File: src/rtl/queue_pkg.sv
// Shared types and default sizing for the byte queue.
package queue_pkg;
  typedef enum logic {IDLE = 1'b0, ACK = 1'b1} queue_state_t;
  localparam int QUEUE_DEPTH = 8;
  localparam int QUEUE_WIDTH = 8;
endpackage

File: src/rtl/queue_mem.sv
// DEPTH x WIDTH register file: one synchronous write port, one asynchronous read port.
module queue_mem
  import queue_pkg::*;
#(
  parameter int DEPTH = QUEUE_DEPTH,
  parameter int WIDTH = QUEUE_WIDTH,
  parameter int AW    = $clog2(DEPTH)
) (
  input  logic             clk,
  input  logic             we,
  input  logic [AW-1:0]    waddr,
  input  logic [WIDTH-1:0] wdata,
  input  logic [AW-1:0]    raddr,
  output logic [WIDTH-1:0] rdata
);
  logic [WIDTH-1:0] mem_q [DEPTH];

  // Contents are deliberately not reset; occupancy tracking guards every read.
  always_ff @(posedge clk) begin
    if (we) mem_q[waddr] <= wdata;
  end

  assign rdata = mem_q[raddr];
endmodule

File: src/rtl/byte_queue.sv
// Circular byte FIFO fed by a level data_ready/ack handshake, popped on request.
// Build option: QUEUE_UNDERFLOW_ERR_EN enables the sticky underflow flag on error_out.
module byte_queue
  import queue_pkg::*;
#(
  parameter int DEPTH = QUEUE_DEPTH,
  parameter int WIDTH = QUEUE_WIDTH
) (
  input  logic                     clock_10KHZ,
  input  logic                     reset,
  input  logic [WIDTH-1:0]         data_in,
  input  logic                     enqueue_in,
  output logic                     ack_out,
  input  logic                     dequeue_in,
  output logic [WIDTH-1:0]         data_out,
  output logic [$clog2(DEPTH):0]   len_out,
  output logic                     full_out,
  output logic                     empty_out,
  output logic                     error_out
);
  localparam int AW = $clog2(DEPTH);
  localparam int LW = AW + 1;

  queue_state_t     state_q, state_d;
  logic [AW-1:0]    head_q, head_d, tail_q, tail_d;
  logic [LW-1:0]    len_q, len_d;
  logic             full_q, full_d, empty_q, empty_d;
  logic             ack_q, ack_d;
  logic [WIDTH-1:0] dout_q, dout_d;
  logic [WIDTH-1:0] rdata;
  logic             wr, rd;

  queue_mem #(.DEPTH(DEPTH), .WIDTH(WIDTH), .AW(AW)) u_mem (
    .clk   (clock_10KHZ),
    .we    (wr),
    .waddr (tail_q),
    .wdata (data_in),
    .raddr (head_q),
    .rdata (rdata)
  );

  // Write admission uses the registered full flag, so a same-edge pop never frees room early.
  assign wr = (state_q == IDLE) && enqueue_in && !full_q;
  assign rd = dequeue_in && !empty_q;

  always_comb begin
    state_d = state_q;
    ack_d   = ack_q;
    head_d  = head_q;
    tail_d  = tail_q;
    len_d   = len_q;
    dout_d  = dout_q;
    case (state_q)
      IDLE: if (wr) begin
        state_d = ACK;
        ack_d   = 1'b1;
      end
      ACK: if (!enqueue_in) begin
        state_d = IDLE;
        ack_d   = 1'b0;
      end
      default: begin
        state_d = IDLE;
        ack_d   = 1'b0;
      end
    endcase
    if (wr) tail_d = tail_q + AW'(1);
    if (rd) begin
      head_d = head_q + AW'(1);
      dout_d = rdata;
    end
    case ({wr, rd})
      2'b10:   len_d = len_q + LW'(1);
      2'b01:   len_d = len_q - LW'(1);
      default: len_d = len_q;
    endcase
    full_d  = (len_d == LW'(DEPTH));
    empty_d = (len_d == '0);
  end

  always_ff @(posedge clock_10KHZ) begin
    if (reset) begin
      state_q <= IDLE;
      ack_q   <= 1'b0;
      head_q  <= '0;
      tail_q  <= '0;
      len_q   <= '0;
      full_q  <= 1'b0;
      empty_q <= 1'b1;
      dout_q  <= '0;
    end else begin
      state_q <= state_d;
      ack_q   <= ack_d;
      head_q  <= head_d;
      tail_q  <= tail_d;
      len_q   <= len_d;
      full_q  <= full_d;
      empty_q <= empty_d;
      dout_q  <= dout_d;
    end
  end

`ifdef QUEUE_UNDERFLOW_ERR_EN
  logic err_q, err_d;

  always_comb begin
    err_d = err_q | (dequeue_in & empty_q);
  end

  always_ff @(posedge clock_10KHZ) begin
    if (reset) err_q <= 1'b0;
    else       err_q <= err_d;
  end

  assign error_out = err_q;
`else
  assign error_out = 1'b0;
`endif

  assign ack_out   = ack_q;
  assign data_out  = dout_q;
  assign len_out   = len_q;
  assign full_out  = full_q;
  assign empty_out = empty_q;
endmodule

File: config.mk
export PLATFORM = sky130hd
export DESIGN_NAME = byte_queue
export DESIGN_NICKNAME = d
export VERILOG_FILES = /design/src/rtl/queue_pkg.sv /design/src/rtl/queue_mem.sv /design/src/rtl/byte_queue.sv
export SDC_FILE = /design/constraint.sdc
export NUM_CORES = 1
export LEC_CHECK = 0
export ABC_AREA = 1
export BUFFER_PORTS_ARGS = -buffer_cell sky130_fd_sc_hd__buf_2
export CAP_MARGIN = 10
export CORE_MARGIN = 2
export CORE_UTILIZATION = 30
export DETAILED_ROUTE_END_ITERATION = 10
export PLACE_DENSITY_LB_ADDON = 0.12
export SLEW_MARGIN = 20
export SYNTH_ARGS = -nofsm -noshare
export SYNTH_HDL_FRONTEND = slang
export SYNTH_HIERARCHICAL = 1
export SYNTH_SLANG_ARGS = --single-unit
export TNS_END_PERCENT = 30
File: constraint.sdc
create_clock -name clock_10KHZ -period 4.5 [get_ports clock_10KHZ]
set_clock_uncertainty 0.2 [all_clocks]
set_input_delay 0 -clock clock_10KHZ [delete_from_list [all_inputs] [get_ports clock_10KHZ]]
set_output_delay 0 -clock clock_10KHZ [all_outputs]
set_load 0.01 [all_outputs]
==> impl_metrics.csv <==
group,metric,value,unit
run_status,outcome,"finished, final reports clean",
routing,vias,2724,
setup_path,critPathMaxStageDelay,0.76,ns
timing,fmax,447,MHz
synth,synth_area_leaders,"edfxtp_1, nand2_1, dfxtp_1",
timing,drv_slew,0,
global_routing,grt_max_degree,33,
timing,fin_tns_setup,0,ns
synth,yosys_warnings,6,
floorplanning,row_count,41,
timing,fin_crit_sh,49.8,%
cells_and_area,nets,477,
worst_hold_path,hold_depth,1,
global_routing,grt_most_used_layer,"met2",
timing,rsz0062_at_grt,"no",
cells_and_area,area_growth,15.0,%
global_routing,use_met1,17.7,%
routing,vias_per_cell,4.28,
timing,hold_ws,0.266,ns
timing,worst_pin_slew,0.961,ns
power,power_density,489,nW/µm²
placed_design,place_congestion,0.749,
clock_network,clock-root-buffer,"clkbuf_16",
clock_network,cts.clk_slew.worst_paths,0.06,ns
power,p_switching,0.000722,W
global_routing,use_met3,2.36,%
global_routing,grt_util_all_layers,13.5,%
synth,synth_top_area_share,48.8,%
worst_hold_path,min_to,"state_q",
placed_design,dp_hpwl,5.65,mm
routing,drt-pass1-iter-count,4,
timing,hold_viol_final,0,
power,ir_worst_vdd,0.192,mV
timing,slew_headroom,35.7,%
setup_path,worstReg2RegStart,"state_q",
cells_and_area,antenna_cells,0,
power,pwr-share-clk,29.4,%
timing,min_period,2.24,ns
clock_network,cts_buffer_depth,2,
synth,syn_area,3940,µm²
floorplanning,dieHeight,119,µm
setup_path,slowest_stage,"nor2_1",
synth,syn_avg_cell_area,9.22,µm²
clock_network,clock-sinks,86,
placed_design,placed_cells,611,
setup_path,r2r_end,"u_mem/mem_q[1][5]",
setup_path,cp_cell_sequence,"inv_1 -> nand3_4 -> inv_1 -> nand2_1 -> nor2_1",
power,pwr-share-seq,44.6,%
synth,synth.largest_area_cell,"edfxtp_1",
synth,synth_cell_types,32,
clock_network,clkLatencyLatePin,0.34,ns
clock_network,cts_tree,"done",
cells_and_area,fin_area,4530,µm²
routing,route.detailed.drc,0,
clock_network,postCtsSetupRepairBufs,0,
routing,wl_per_cell,13.8,µm
placed_design,place_area,4170,µm²
setup_path,rrSetupSlack,2.26,ns
global_routing,grt_pass1_wl,14.1,mm
power,p_leak,2.08,nW
synth,synth_nets,443,
routing,drtIter0Drc,150,
power,combPwrFrac,26.0,%
timing,setup_viol,0,
cells_and_area,final_common_cell,"nand2_1",
job,drv_cap,0,
clock_network,cts_made_buffers,9,
setup_path,cp-start-kind,"flip-flop",
power,switching_share,32.6,%
floorplanning,ios,28,
worst_hold_path,holdCritStartpoint,"full_out",
cells_and_area,final_cells,637,
setup_path,crit_top_cell,"inv_1",
clock_network,cts.repair.resized,0,
power,p_int,0.00149,W
synth,ys_seq_area_share,60.0,%
setup_path,startpoint,"state_q",
cells_and_area,drive_above_1_share,12.3,%
setup_path,r2r.worst_path.cells,5,
floorplanning,die_x,119,µm
cells_and_area,final_cell_mix,"nand2_1, inv_1, edfxtp_1, nand3_1, nor2_1",
cells_and_area,postLayoutCoreUtil,35.6,%
routing,ant_nets,0,
global_routing,met2_usage,20.6,%
clock_network,cts_hold_buf,11,
setup_path,path_max_fanout,8,
setup_path,cp.required,4.26,ns
setup_path,setup.worst_path.class,"flip-flop to flip-flop",
synth,synth_seq_cells,86,
worst_hold_path,hold_path.class,"flip-flop to flip-flop",
routing,routed_wl,8.76,mm
placed_design,io_buffers,26,
setup_path,arrival,2.00,ns
floorplanning,core_area,12700,µm²
global_routing,grt_overflow,0,
global_routing,grt_pass1_vias,2589,
global_routing,antenna_found_initial,0,
setup_path,endpoint_kind,"flip-flop",
floorplanning,die-area,14100,µm²
clock_network,cts.htree.levels,3,
synth,synthCells,427,
floorplanning,start_util,31.0,%
-- worst max-delay path by stage --
stage / cells past startpoint / slack [ns] / to
after floorplan: 9 / 2.55 / empty_out
after global placement: 5 / 2.28 / u_mem/mem_q[1][1]
after detailed placement: 5 / 2.21 / u_mem/mem_q[1][6]
after CTS: 5 / 2.20 / u_mem/mem_q[1][0]
after global routing: 5 / 2.08 / u_mem/mem_q[1][5]
final: 5 / 2.26 / u_mem/mem_q[1][5]
-- per-stage QoR --
stage | setup WS [ns] | power (W)
after floorplan | 2.55 | 0.00143
after global placement | 2.28 | 0.00159
after detailed placement | 2.21 | 0.00159
after CTS | 2.20 | 0.00225
after global routing | 2.08 | 0.00237
final | 2.26 | 0.00222
-- synthesized netlist by cell type, drive strengths merged --
cell type / n
nand2: 130
inv: 88
edfxtp: 64
nand3: 41
nor2: 33
dfxtp: 22
buf: 15
o21ai: 12
a21oi: 8
ha: 4
a21o: 1
and3: 1
clkbuf: 1
conb: 1
nand3b: 1
nor3: 1
o21a: 1
o221a: 1
xnor2: 1
xor2: 1
-- flip-flops by register name, indices dropped and copies added, names as in the netlist --
register / count
len_out: 4
tail_q: 3
full_out: 1
head_q: 3
state_q: 1
u_mem/mem_q: 64
empty_out: 1
ack_out: 1
data_out: 8
-- cell families (layout without fill, tap and decap cells) --
| logic type | count (synthesis) | in the layout | synth area share, % |
|---|---|---|---|
| AOI/OAI and AO/OA | 23 | 23 | 3.30 |
| xor gates and xnor gates | 2 | 2 | 0.445 |
| adders and majority gates | 4 | 4 | 1.27 |
| buffers and inverters | 104 | 142 | 11.7 |
| DFF | 86 | 86 | 60.0 |
| other | 1 | 1 | 0.0952 |
| and+or+nand+nor | 207 | 207 | 23.2 |
-- routing by layer --
layer	wire (µm)	vias up	part of all wire (%)
met5	0	-	0
met4	243	0	2.8
met3	202	14	2.3
met2	4080	48	47
met1	4240	1270	48
li1	-	1392	-
-- worst max-delay path, delay by kind of cell, from the launching register on --
| kind | cells | cell delay, ns |
|---|---|---|
| and+or+nand+nor | 3 | 1.03 |
| buffers and inverters | 2 | 0.32 |
| DFF | 1 | 0.30 |
-- cell type report --
| type | count | area (µm²) |
|---|---|---|
| Clock buffer | 12 | 236 |
| Clock inverter | 3 | 12.5 |
| Fill cell | 1340 | 8190 |
| Inverter | 88 | 333 |
| Multi-Input combinational cell | 237 | 1110 |
| Sequential cell | 86 | 2360 |
| Tap cell | 172 | 215 |
| Timing Repair Buffer | 39 | 255 |
-- power by group through the flow --
stage / Sequential [W] / Combinational (W) / Clock, W
4_1_cts: 0.000989 / 0.000590 / 0.000671
2_1_floorplan: 0.00101 / 0.000423 / 0
5_1_grt: 0.000998 / 0.000658 / 0.000709
6_report: 0.000987 / 0.000577 / 0.000652
3_5_place_dp: 0.00101 / 0.000580 / 0
3_3_place_gp: 0.00100 / 0.000583 / 0
Note: power is estimated with default switching activity, not from simulation.
